==> config.mk <==
export PLATFORM = sky130hd
export DESIGN_NAME = tx_rs_slot_sched
export DESIGN_NICKNAME = d
export VERILOG_FILES = /design/src/rtl/tx_rs_slot_sched.sv
export SDC_FILE = /design/constraint.sdc
export NUM_CORES = 1
export LEC_CHECK = 0
export CELL_PAD_IN_SITES_DETAIL_PLACEMENT = 2
export CELL_PAD_IN_SITES_GLOBAL_PLACEMENT = 2
export CORE_ASPECT_RATIO = 0.6
export CORE_MARGIN = 3
export CORE_UTILIZATION = 31
export CTS_CLUSTER_DIAMETER = 60
export DETAILED_ROUTE_END_ITERATION = 16
export HOLD_SLACK_MARGIN = 0.15
export PLACE_DENSITY_LB_ADDON = 0.1
export SLEW_MARGIN = 20
export SYNTH_ARGS = -nofsm -noshare
export SYNTH_HDL_FRONTEND = slang
export SYNTH_SLANG_ARGS = --single-unit
export TNS_END_PERCENT = 1
==> constraint.sdc <==
create_clock -name i_vl_tx_clk -period 2.4 [get_ports i_vl_tx_clk]
set_input_delay 0.48 -clock i_vl_tx_clk [delete_from_list [all_inputs] [get_ports i_vl_tx_clk]]
set_output_delay 0.48 -clock i_vl_tx_clk [all_outputs]
set_load 0.005 [all_outputs]
==> src/rtl/tx_rs_slot_sched.sv <==
// tx_rs_slot_sched: paces upstream bytes onto baud slots and frames them into RS codewords
// with data/pad/check strobes and an inter-frame gap.
module tx_rs_slot_sched #(
  parameter int RS_N          = 255,
  parameter int RS_K          = 239,
  parameter int SLOT_PER_FAST = 16,
  parameter int SLOT_PER_SLOW = 192,
  parameter int GAP_SLOTS     = 4
) (
  input  logic       i_vl_tx_clk,
  input  logic       i_vl_tx_rst_n,
  input  logic       i_byte_val,
  input  logic [7:0] i_byte_data,
  input  logic       i_byte_last,
  output logic       o_byte_rdy,
  input  logic       i_rs_en,
  input  logic       i_tx_9600_or_115200,
  output logic       o_sof,
  output logic [7:0] o_data,
  output logic       o_rs_data_symbol,
  output logic       o_rs_check_symbol,
  output logic       o_eop,
  output logic       o_busy,
  output logic       o_underrun
);
  localparam int SMAX = (SLOT_PER_FAST > SLOT_PER_SLOW) ? SLOT_PER_FAST : SLOT_PER_SLOW;
  localparam int SW   = $clog2(SMAX);
  localparam int CW   = $clog2(RS_N + 1);
  localparam int NCHK = RS_N - RS_K;

  typedef enum logic [2:0] {IDLE, DATA, PAD, CHECK, GAP} state_t;

  state_t          st_q, st_d;
  logic [SW-1:0]   slot_q, slot_d;
  logic [CW-1:0]   dcnt_q, dcnt_d, ccnt_q, ccnt_d;
  logic            rate_q, rate_chg, tick;
  logic            last_q, last_d, rs_en_q, rs_en_d;
  logic            sof_q, sof_d, dsym_q, dsym_d, csym_q, csym_d, eop_q, eop_d, und_q, und_d;
  logic [7:0]      data_q, data_d;
  logic            dslot, cw_end;

  // A new rate restarts the slot so the first slow/fast slot is a full period
  assign rate_chg = i_tx_9600_or_115200 != rate_q;
  assign tick     = !rate_chg && slot_q == (rate_q ? SW'(SLOT_PER_FAST - 1) : SW'(SLOT_PER_SLOW - 1));
  assign slot_d   = (rate_chg || tick) ? '0 : slot_q + 1'b1;

  assign o_byte_rdy        = tick && (st_q == IDLE || st_q == DATA) && dcnt_q < CW'(RS_K);
  assign o_busy            = st_q != IDLE;
  assign o_sof             = sof_q;
  assign o_data            = data_q;
  assign o_rs_data_symbol  = dsym_q;
  assign o_rs_check_symbol = csym_q;
  assign o_eop             = eop_q;
  assign o_underrun        = und_q;

  always_comb begin
    st_d    = st_q;
    dcnt_d  = dcnt_q;
    ccnt_d  = ccnt_q;
    last_d  = last_q;
    rs_en_d = rs_en_q;
    data_d  = data_q;
    sof_d   = 1'b0;
    dsym_d  = 1'b0;
    csym_d  = 1'b0;
    eop_d   = 1'b0;
    und_d   = 1'b0;
    dslot   = 1'b0;
    cw_end  = 1'b0;
    if (tick) begin
      unique case (st_q)
        IDLE: if (i_byte_val) begin
          dslot   = 1'b1;
          rs_en_d = i_rs_en;
          data_d  = i_byte_data;
          last_d  = i_byte_last;
        end
        DATA: begin
          dslot  = 1'b1;
          data_d = i_byte_val ? i_byte_data : 8'h00;
          und_d  = !i_byte_val;
          last_d = last_q | (i_byte_val ? i_byte_last : 1'b1);
        end
        PAD: begin
          dslot  = 1'b1;
          data_d = 8'h00;
        end
        CHECK: begin
          csym_d = 1'b1;
          data_d = 8'h00;
          ccnt_d = ccnt_q + 1'b1;
          eop_d  = ccnt_q == CW'(NCHK - 1);
          cw_end = eop_d;
        end
        GAP: begin
          ccnt_d = ccnt_q + 1'b1;
          if (ccnt_q == CW'(GAP_SLOTS - 1)) begin
            st_d   = IDLE;
            ccnt_d = '0;
            last_d = 1'b0;
          end
        end
        default: ;
      endcase
      if (dslot) begin
        dsym_d = 1'b1;
        sof_d  = dcnt_q == '0;
        dcnt_d = dcnt_q + 1'b1;
        st_d   = last_d ? PAD : DATA;
        if (dcnt_d == CW'(RS_K)) begin
          st_d   = rs_en_d ? CHECK : st_d;
          ccnt_d = '0;
          eop_d  = !rs_en_d;
          cw_end = !rs_en_d;
        end
      end
      if (cw_end) begin
        dcnt_d = '0;
        ccnt_d = '0;
        st_d   = last_d ? GAP : DATA;
      end
    end
  end

  always_ff @(posedge i_vl_tx_clk or negedge i_vl_tx_rst_n) begin
    if (!i_vl_tx_rst_n) begin
      st_q    <= IDLE;
      slot_q  <= '0;
      dcnt_q  <= '0;
      ccnt_q  <= '0;
      rate_q  <= 1'b0;
      last_q  <= 1'b0;
      rs_en_q <= 1'b0;
      data_q  <= 8'h00;
      sof_q   <= 1'b0;
      dsym_q  <= 1'b0;
      csym_q  <= 1'b0;
      eop_q   <= 1'b0;
      und_q   <= 1'b0;
    end else begin
      st_q    <= st_d;
      slot_q  <= slot_d;
      dcnt_q  <= dcnt_d;
      ccnt_q  <= ccnt_d;
      rate_q  <= i_tx_9600_or_115200;
      last_q  <= last_d;
      rs_en_q <= rs_en_d;
      data_q  <= data_d;
      sof_q   <= sof_d;
      dsym_q  <= dsym_d;
      csym_q  <= csym_d;
      eop_q   <= eop_d;
      und_q   <= und_d;
    end
  end
endmodule

==> run_results.csv <==
group,metric,value,unit
global_route,grt_first_pass_wirelength,12700,um
global_route,grt_antenna_before_repair,0,
synthesis,post_synthesis_net_count,273,
critical_path,reg2reg_depth,5,
clock_tree,cts_buffer_depth,2,
synthesis,synth-warning-count,0,
placed_design,place.detailed.instances,413,
critical_path,rr_startpoint,"ccnt_q[4]$_DFFE_PN0P_",
critical_path,worstSetupEndpointType,"flip-flop",
critical_path,criticalPathCategory,"in -> reg",
global_route,first_global_vias,2424,
sta,timing_max_transition_violations_final,0,
worst_hold_path,hp-class,"in -> async",
layout,final_layout_size_suffix_gt1_share,22.4,%
synthesis,synth_top_cells_by_area,"sky130_fd_sc_hd__dfrtp_1, sky130_fd_sc_hd__nand2_1, sky130_fd_sc_hd__nor2_1",
routing,wl_per_cell,17.9,um
synthesis,synthMostInstantiatedCell,"sky130_fd_sc_hd__dfrtp_1",
die,die_w,117,um
synthesis,post_synth_instance_area,2300,um2
sta,rsz0062_at_grt,"yes",
sta,slew-limit-headroom,54.0,%
placed_design,port-buffer-count,28,
run_status,result_of_the_run,"completed",
critical_path,cp_data_arrival_time,2540,ps
synthesis,netlist_instances,254,
critical_path,start_kind,"input port",
routing,vias_per_cell,5.11,
clock_tree,clock_tree_from_tritoncts,"done",
layout,finalNonFillerCells,422,
critical_path,worstPathMaxFanout,6,
run,maxCapViolations,0,
global_route,grt_usage,18.9,%
global_route,globalRoute.totalOverflow,0,
die,coreArea,6940,um2
die,row_count,23,
synthesis,synthArstFlopShare,100,%
die,ports_placed_on_the_boundary,29,
power,static-leakage-power,0.00144,uW
power,post-layout-total-power,1520,uW
clock_tree,clock_tree.root_cell,"sky130_fd_sc_hd__clkbuf_16",
die,die_height,72.8,um
synthesis,synth_edf_count,0,
sta,period_share,98.5,%
layout,final_util,45.9,%
layout,antenna_cells,0,
critical_path,crit_start,"i_tx_9600_or_115200",
critical_path,worst-endpoint-required,2570,ps
layout,areaGrowthSynthToFinish,38.2,%
routing,drtAntennaViolNets,0,
routing,drt-initial-drc-count,79,
critical_path,rrSetupSlack,50,ps
synthesis,ys_seq_area_share,46.7,%
sta,fmax,423,MHz
synthesis,synth-seq-cells,43,
clock_tree,cts_inserted_buffers,5,
power,vdd_ir_drop_max,0.000202,V
clock_tree,cts.hold.buffers_added,0,
synthesis,yosys.cell_types.count,46,
power,power_per_cell_area,478,nW/um2
synthesis,synth_top_flop_cell,"sky130_fd_sc_hd__dfrtp_1",
sta,max_slew.worst_pin.slew,688,ps
synthesis,syn_avg_cell_area,9.07,um2
sta,period_needed,2360,ps
clock_tree,worstSkewPairLatency,290,ps
synthesis,synth_common_cells,"sky130_fd_sc_hd__dfrtp_1, sky130_fd_sc_hd__nand2_1, sky130_fd_sc_hd__nor2_1",
routing,wl,7560,um
routing,dr_total_vias,2155,
routing,drc,0,
synthesis,synth.largest_area_cell,"sky130_fd_sc_hd__dfrtp_1",
die,initial_utilization,33.2,%
global_route,grt_max_degree,44,
critical_path,cp_capture_point,"dcnt_q[6]$_DFFE_PN0P_",
sta,fin_worst_skew,5.88,ps
placed_design,place.gp.congestion,0.774,
clock_tree,path_clk_slew,60,ps
critical_path,regToRegEndpoint,"dcnt_q[6]$_DFFE_PN0P_",
sta,timing.final.setup_violations,0,
synthesis,synth.top_cell.area_share,46.7,%
sta,total_count_of_hold_check_failures_in_the_final_report,0,
die,die_area,8540,um2
layout,nNetsFinal,340,
routing,drt_pre_antenna_iters,4,
clock_tree,clock_sinks,43,
clock_tree,clock_tree.htree_level_count,2,
placed_design,detailed_place_hpwl,5650,um
## critical path, cell delays in order
cell                              delay, ps
sky130_fd_sc_hd__clkdlybuf4s50_1        450
sky130_fd_sc_hd__nor4b_2                320
sky130_fd_sc_hd__o21ai_1                140
sky130_fd_sc_hd__buf_4                  180
sky130_fd_sc_hd__or4b_4                 590
sky130_fd_sc_hd__a221o_1                370
## layout by cell type (no fill, tap or decap), types with 2 or more instances in the layout
master	n
sky130_fd_sc_hd__nor2b_1	3
sky130_fd_sc_hd__ha_1	5
sky130_fd_sc_hd__nor3_2	3
sky130_fd_sc_hd__dfrtp_1	43
sky130_fd_sc_hd__a21oi_1	4
sky130_fd_sc_hd__and3_1	5
sky130_fd_sc_hd__buf_4	42
sky130_fd_sc_hd__nand2b_1	3
sky130_fd_sc_hd__a2bb2oi_1	2
sky130_fd_sc_hd__nand3_1	11
sky130_fd_sc_hd__o311ai_0	2
sky130_fd_sc_hd__o31ai_2	2
sky130_fd_sc_hd__a22o_1	3
sky130_fd_sc_hd__nor3_1	5
sky130_fd_sc_hd__and2_1	2
sky130_fd_sc_hd__nor4_2	2
sky130_fd_sc_hd__or2_2	2
sky130_fd_sc_hd__o22ai_1	2
sky130_fd_sc_hd__xor2_1	6
sky130_fd_sc_hd__nand2_1	41
sky130_fd_sc_hd__inv_1	5
sky130_fd_sc_hd__o21ai_0	21
sky130_fd_sc_hd__nor2_1	29
sky130_fd_sc_hd__clkdlybuf4s50_1	26
sky130_fd_sc_hd__xnor2_1	10
sky130_fd_sc_hd__clkbuf_16	5
sky130_fd_sc_hd__nor4b_1	3
sky130_fd_sc_hd__and4b_1	2
sky130_fd_sc_hd__nor4_1	2
sky130_fd_sc_hd__mux2i_1	3
## registers in the layout, summed over array words and instances (netlist names)
| register | flops |
|---|---|
| o_sof | 1 |
| dcnt_q | 8 |
| o_rs_data_symbol | 1 |
| o_eop | 1 |
| ccnt_q | 8 |
| st_q | 3 |
| rate_q | 1 |
| o_underrun | 1 |
| o_data | 8 |
| o_rs_check_symbol | 1 |
| slot_q | 8 |
| last_q | 1 |
| rs_en_q | 1 |
## worst min-delay path by stage
stage,from,end,slack [ps],cells past startpoint
6_report,i_vl_tx_rst_n,rate_q$_DFF_PN0_,270,2
5_1_grt,i_vl_tx_rst_n,slot_q[5]$_DFF_PN0_,330,2
4_1_cts,i_vl_tx_rst_n,slot_q[5]$_DFF_PN0_,300,2
3_5_place_dp,slot_q[0]$_DFF_PN0_,slot_q[0]$_DFF_PN0_,470,1
3_3_place_gp,slot_q[0]$_DFF_PN0_,slot_q[0]$_DFF_PN0_,460,1
2_1_floorplan,i_vl_tx_rst_n,ccnt_q[0]$_DFFE_PN0P_,180,0
## where the power goes
part	total (uW)	internal, uW	switching, uW
registers	742	734	8.55
logic	96.1	48.0	48.1
clock network	682	385	298
total	1520	1170	355
## metrics by stage
step / setup WS, ps / hold WS (ps) / instance area [um2] / setup TNS, ps
floorplan: 82.8 / 184 / 2300 / 0
global placement: -293 / 456 / 2970 / -2230
detailed placement: -379 / 467 / 2970 / -3670
CTS: 5.38 / 298 / 3130 / 0
global route: -64.1 / 329 / 3180 / -155
finish: 35.8 / 267 / 3180 / 0
## layer usage
layer	track usage (%)	vias to the layer above	wire length, um
met5	0	-	0
met2	30.1	25	3380
met4	4.68	0	74
met1	26.7	1090	3900
li1	-	1033	-
met3	4.03	7	209
## cell type report
cell class / instances / area [um2]
clock buffer: 6 / 129
multi-input combinational: 196 / 1240
timing repair buffer: 70 / 586
fill: 769 / 3750
inverter: 5 / 18.8
clock inverter: 2 / 12.5
sequential: 43 / 1080
tap: 100 / 125
## cells by family (layout without fill, tap and decap cells)
logic type               count (synthesis)  count (layout)  share of synthesized area (%)
AND/OR/NAND/NOR                        124             124                           27.0
XOR/XNOR                                16              16                           6.08
flip-flops                              43              43                           46.7
AO/OA/AOI/OAI                           47              47                           13.2
multiplexers                             4               4                           1.79
adder cells (fa/ha/maj)                  5               5                           2.71
buffers and inverters                   15              83                           2.55
## what timing repair did
item / CTS / global route
resized for setup: 6 / 12
pin swaps: 1 / 1
gates cloned: 0 / 0
setup buffers: 0 / 1
endpoints found under the setup margin: 8 / 9
(Power assumes the default switching activity.)
==> variant 1, RTL diff (config.mk and constraints unchanged) <==
The 5 states of `state_t` get a one-hot encoding in 5 bits.
--- a/src/rtl/tx_rs_slot_sched.sv
+++ b/src/rtl/tx_rs_slot_sched.sv
@@ -28,7 +28,7 @@
   localparam int CW   = $clog2(RS_N + 1);
   localparam int NCHK = RS_N - RS_K;
 
-  typedef enum logic [2:0] {IDLE, DATA, PAD, CHECK, GAP} state_t;
+  typedef enum logic [4:0] {IDLE = 5'b00001, DATA = 5'b00010, PAD = 5'b00100, CHECK = 5'b01000, GAP = 5'b10000} state_t;
 
   state_t          st_q, st_d;
   logic [SW-1:0]   slot_q, slot_d;
Check against the original RTL: no difference found for any inputs over 10 cycles, from zero or initial values and one cycle with i_vl_tx_rst_n low; not proved beyond that.
==> variant 1 against the original RTL <==
Design area grew 20%. Sequential share of layout area is 4.2 points lower. Die area grew 21%. Hold slack better by 17 ps. Routed wire length up 26%. Critical path type is now reg2out. Critical endpoint is now o_byte_rdy. Combinational power grew 26%. Area after synthesis increased by 23%. Count of clock-buffer cells in the layout stayed put. Sequential cell count is 2 higher. Total power increased by 15%. Worst setup slack improved by 41 ps.
==> variant 1: results (changes against the original RTL) <==
<table>
<tr><th>Metric</th><th>Value</th></tr>
<tr><th colspan="2">Run status</th></tr>
<tr><td>Run status</td><td>finished, final reports clean</td></tr>
<tr><th colspan="2">Setup path</th></tr>
<tr><td>Max Fanout on Critical Path</td><td>2 (-4)</td></tr>
<tr><td>RR Endpoint</td><td>ccnt_q[5]</td></tr>
<tr><td>Startpoint of the worst register-to-register path</td><td>st_q[0]</td></tr>
<tr><td>Number of cell instances on the worst register-to-register path</td><td>7 (+2)</td></tr>
<tr><td>Setup slack, reg-to-reg</td><td>90 ps (+40 ps)</td></tr>
<tr><th colspan="2">Global route</th></tr>
<tr><td>Via count of the first global-routing pass</td><td>2,773 (+14%)</td></tr>
<tr><td>Largest net degree at the start of global routing</td><td>46 (+4.5%)</td></tr>
<tr><td>Wire length of the first global-routing pass</td><td>15,450 um (+22%)</td></tr>
<tr><td>Total global-route track usage</td><td>0.1934 (+0.003941)</td></tr>
<tr><th colspan="2">Logic synthesis</th></tr>
<tr><td>Syn Nets</td><td>293 (+7.3%)</td></tr>
<tr><td>Portion of the post-synthesis area used by sequential elements</td><td>0.3978 (-0.06909)</td></tr>
<tr><td>Number of distinct library cell variants in the gate-level netlist after synthesis</td><td>73 (+59%)</td></tr>
<tr><td>Largest cells by area after synthesis</td><td>sky130_fd_sc_hd__dfrtp_1 39%, sky130_fd_sc_hd__mux2_4 4.2%, sky130_fd_sc_hd__nand2_1 3.2%</td></tr>
<tr><td>Syn Inst Count</td><td>274 (+7.9%)</td></tr>
<tr><td>Synth cell count leaders</td><td>44 x sky130_fd_sc_hd__dfrtp_1, 24 x sky130_fd_sc_hd__nand2_1, 20 x sky130_fd_sc_hd__nor2_1</td></tr>
<tr><th colspan="2">STA</th></tr>
<tr><td>Worst Hold Slack</td><td>284.6 ps (+17.18 ps)</td></tr>
<tr><td>Worst-case headroom to the max-slew limit</td><td>0.4973 (-0.04316)</td></tr>
<tr><td>Worst clock skew</td><td>4.862 ps (-1.016 ps)</td></tr>
<tr><th colspan="2">Power</th></tr>
<tr><td>Static leakage power</td><td>1.665 nW (+16%)</td></tr>
<tr><td>IR drop worst, VDD</td><td>0.2679 mV (+33%)</td></tr>
<tr><td>Fraction of power spent switching nets</td><td>0.2279 (-0.005190)</td></tr>
<tr><th colspan="2">Detailed routing</th></tr>
<tr><td>Drt total wl</td><td>9511 um (+26%)</td></tr>
<tr><td>Detail-routed via count per cell</td><td>5.363 (+5.0%)</td></tr>
<tr><td>Number of DRC markers in iteration 0</td><td>90 (+14%)</td></tr>
<tr><th colspan="2">Finish</th></tr>
<tr><td>Nets</td><td>372 (+9.4%)</td></tr>
<tr><th colspan="2">Place</th></tr>
<tr><td>Placed cell areas</td><td>3570 um2 (+20%)</td></tr>
<tr><td>Dpl cells</td><td>454 (+9.9%)</td></tr>
<tr><td>HPWL after detailed placement</td><td>7034 um (+24%)</td></tr>
</table>
[variant 1: cell types whose count changed after synthesis, moves of 5 or more]
cell,delta
sky130_fd_sc_hd__nor2_1,-10
sky130_fd_sc_hd__o21ai_0,-20
sky130_fd_sc_hd__a21oi_1,+5
sky130_fd_sc_hd__clkbuf_1,-6
sky130_fd_sc_hd__nand2_1,-17
sky130_fd_sc_hd__buf_2,+6
sky130_fd_sc_hd__mux2_4,+8
[variant 1: timing repair]
| action | CTS | global route |
|---|---|---|
| resized for setup | 8 | 8 |
| gates cloned | 0 | 0 |
| pin swaps | 3 | 0 |
| endpoints found under the setup margin | 2 | 13 |
| buffers inserted | 1 | 3 |
[variant 1: area by class of cell]
| class | instances | area, um2 |
|---|---|---|
| Clock buffer | 6 | 138.9 |
| Clock inverter | 2 | 37.54 |
| Fill cell | 907 | 4872 |
| Inverter | 5 | 18.77 |
| Multi-Input combinational cell | 211 | 1645 |
| Sequential cell | 45 | 1127 |
| Tap cell | 112 | 140.1 |
| Timing Repair Buffer | 85 | 705.7 |
[variant 1: cells by family after synthesis]
group	after synthesis	share of synthesized area
AO/OA/AOI/OAI	60	0.1832
adder cells (fa/ha/maj)	5	0.02208
multiplexers	12	0.05740
buffers and inverters	18	0.03400
flip-flops	45	0.3978
AND/OR/NAND/NOR	120	0.2623
XOR/XNOR	14	0.04327
[variant 1: how the worst max path moves through the flow]
stage                             start         end  slack, ps  cells past startpoint
finish                        slot_q[4]  o_byte_rdy         80                      6
global placement    i_tx_9600_or_115200  o_byte_rdy       -360                      7
CTS                             st_q[4]      o_busy         20                      3
floorplan                     slot_q[0]  o_byte_rdy        280                      7
detailed placement  i_tx_9600_or_115200  o_byte_rdy       -450                      7
global route                  slot_q[4]  o_byte_rdy        -30                      6
[variant 1: worst max-delay path, stage by stage, from the launching register on]
cell and delay [ps]:
sky130_fd_sc_hd__dfrtp_1 390, sky130_fd_sc_hd__or3_4 400, sky130_fd_sc_hd__o22a_1 250, sky130_fd_sc_hd__nor2_4 140
sky130_fd_sc_hd__nand2_2 80, sky130_fd_sc_hd__nor2_2 90, sky130_fd_sc_hd__clkdlybuf4s15_2 200
[variant 1: layer usage]
metal,routed length (um),share of wire,vias up,GRT usage
li1,-,-,1179,-
met1,5059,0.53,1287,0.2878
met2,4133,0.43,26,0.2986
met3,256,0.027,7,0.03455
met4,61,0.0064,0,0.02801
met5,0,0,-,0
[variant 1: power by group through the flow]
| stage | combinational (mW) | clock (mW) | sequential, mW |
|---|---|---|---|
| floorplan | 0.0420 | 0 | 0.787 |
| global placement | 0.112 | 0 | 0.788 |
| detailed placement | 0.116 | 0 | 0.788 |
| CTS | 0.118 | 0.865 | 0.774 |
| global route | 0.136 | 0.896 | 0.775 |
| finish | 0.121 | 0.850 | 0.774 |
==> variant 2, RTL diff (same settings) <==
Without the edit above. The parameter `SLOT_PER_SLOW` goes from 192 to 288.
--- a/src/rtl/tx_rs_slot_sched.sv
+++ b/src/rtl/tx_rs_slot_sched.sv
@@ -4,7 +4,7 @@
   parameter int RS_N          = 255,
   parameter int RS_K          = 239,
   parameter int SLOT_PER_FAST = 16,
-  parameter int SLOT_PER_SLOW = 192,
+  parameter int SLOT_PER_SLOW = 288,
   parameter int GAP_SLOTS     = 4
 ) (
   input  logic       i_vl_tx_clk,
Formal check against the unedited RTL: same outputs for any inputs over 10 cycles, from zero or initial values and one cycle with i_vl_tx_rst_n low; that may be too few to reach the edited logic, so the function may still have changed.
==> variant 2 against the original RTL <==
First-iteration DRC count up 34%. Worst setup slack improved by 45 ps. Routed wire length is 7.0% lower. Synthesized cell count rose by 2.8%. Sequential cell count rose by 1. Area after synthesis rose by 3.0%. Total power is 0.76% higher. Design area about the same. Largest power group unchanged.
==> variant 2: results (changes against the original RTL) <==
<table>
<tr><th>Metric</th><th>Value</th></tr>
<tr><th colspan="2">Place</th></tr>
<tr><td>Placed cell areas</td><td>3010 um2 (+1.3%)</td></tr>
<tr><td>Setup Slack @ Placement</td><td>-571.9 ps (-192.6 ps)</td></tr>
<tr><th colspan="2">STA</th></tr>
<tr><td>Worst Hold Slack</td><td>282.6 ps (+15.22 ps)</td></tr>
<tr><td>Transition time at the pin with the least slew margin</td><td>608.0 ps (-79.96 ps)</td></tr>
<tr><td>Worst clock skew</td><td>4.694 ps (-1.184 ps)</td></tr>
<tr><th colspan="2">Setup path</th></tr>
<tr><td>Setup slack, reg-to-reg</td><td>120 ps (+70 ps)</td></tr>
<tr><td>Maximum cell stage delay along the critical path</td><td>670 ps (+80 ps)</td></tr>
<tr><td>RR Endpoint</td><td>dcnt_q[5]</td></tr>
<tr><td>Max Fanout on Critical Path</td><td>3 (-3)</td></tr>
<tr><td>Number of cell instances on the worst register-to-register path</td><td>6 (+1)</td></tr>
<tr><td>Startpoint of the most critical setup path</td><td>i_byte_val</td></tr>
<tr><th colspan="2">Logic synthesis</th></tr>
<tr><td>Synth Area in Compound Gates</td><td>0.1512 (+0.01929)</td></tr>
<tr><td>Synth cell count leaders</td><td>44 x sky130_fd_sc_hd__dfrtp_1, 44 x sky130_fd_sc_hd__nand2_1, 25 x sky130_fd_sc_hd__nor2_1</td></tr>
<tr><td>XOR/XNOR Fraction of Synth Area</td><td>0.04426 (-0.01655)</td></tr>
<tr><td>Portion of the post-synthesis area used by sequential elements</td><td>0.4636 (-0.003238)</td></tr>
<tr><td>Syn Nets</td><td>280 (+2.6%)</td></tr>
<tr><td>Adder and majority cell fraction of the synthesized area</td><td>0.02634 (-0.0008009)</td></tr>
<tr><th colspan="2">Detailed routing</th></tr>
<tr><td>Met1 Wirelength</td><td>3648 um (-6.4%)</td></tr>
<tr><td>Routed wl met2</td><td>3017 um (-11%)</td></tr>
<tr><td>Number of DRC markers in iteration 0</td><td>106 (+34%)</td></tr>
<tr><td>Met3 wirelength from detailed routing</td><td>323 um (+55%)</td></tr>
<tr><th colspan="2">Global route</th></tr>
<tr><td>GR Layer Usage met1</td><td>0.2495 (-0.01762)</td></tr>
<tr><td>Largest net degree at the start of global routing</td><td>45 (+2.3%)</td></tr>
<tr><td>GR met2 Demand/Resource</td><td>0.2564 (-0.04474)</td></tr>
<tr><th colspan="2">Finish</th></tr>
<tr><td>Non-filler instance count after layout</td><td>426 (+0.95%)</td></tr>
<tr><th colspan="2">Run status</th></tr>
<tr><td>Run status</td><td>finished, final reports clean</td></tr>
<tr><th colspan="2">Power</th></tr>
<tr><td>IR drop worst, VDD</td><td>0.2439 mV (+21%)</td></tr>
</table>
variant 2: cell types whose count changed in the layout (fill, tap and decap cells not counted), moves of 4 or more:
| cell | delta |
|---|---|
| sky130_fd_sc_hd__a21oi_1 | +6 |
| sky130_fd_sc_hd__nand4_1 | +6 |
| sky130_fd_sc_hd__xnor2_1 | -6 |
| sky130_fd_sc_hd__buf_4 | -4 |
| sky130_fd_sc_hd__nor2_1 | -4 |
variant 2: logic make-up (layout without fill, tap and decap cells):
logic type,count (synthesis),after routing
buf+inv,18,79
simple gates,127,127
mux,2,2
fa+ha+maj,5,5
xor+xnor,12,12
compound gates,53,53
flops,44,44
variant 2: power groups by stage:
stage | clock network [mW] | registers, mW | logic (mW)
final | 0.699 | 0.751 | 0.0825
after global routing | 0.757 | 0.751 | 0.0926
after CTS | 0.724 | 0.751 | 0.0847
after detailed placement | 0 | 0.765 | 0.0847
after global placement | 0 | 0.764 | 0.0810
after floorplan | 0 | 0.765 | 0.0225
variant 2: worst reg2reg max path: stages, from the launching register on:
cell and delay, ps:
sky130_fd_sc_hd__dfrtp_1 410, sky130_fd_sc_hd__or3_4 390, sky130_fd_sc_hd__a211o_4 310, sky130_fd_sc_hd__buf_4 200, sky130_fd_sc_hd__a311o_2 400, sky130_fd_sc_hd__or4_1 420, sky130_fd_sc_hd__nand3_1 90
variant 2: area by class of cell:
| type | instances | area, um2 |
|---|---|---|
| multi-input cells | 199 | 1230 |
| clock inverters | 2 | 10.01 |
| clock buffers | 6 | 138.9 |
| well taps | 104 | 130.1 |
| fillers | 810 | 4174 |
| repair buffers | 66 | 554.3 |
| flip-flops and latches | 44 | 1101 |
| inverters | 5 | 18.77 |
variant 2: timing repair:
item                                    4_1_cts  5_1_grt
gates cloned                                  0        0
endpoints found under the setup margin        7        5
resized for setup                             4        5
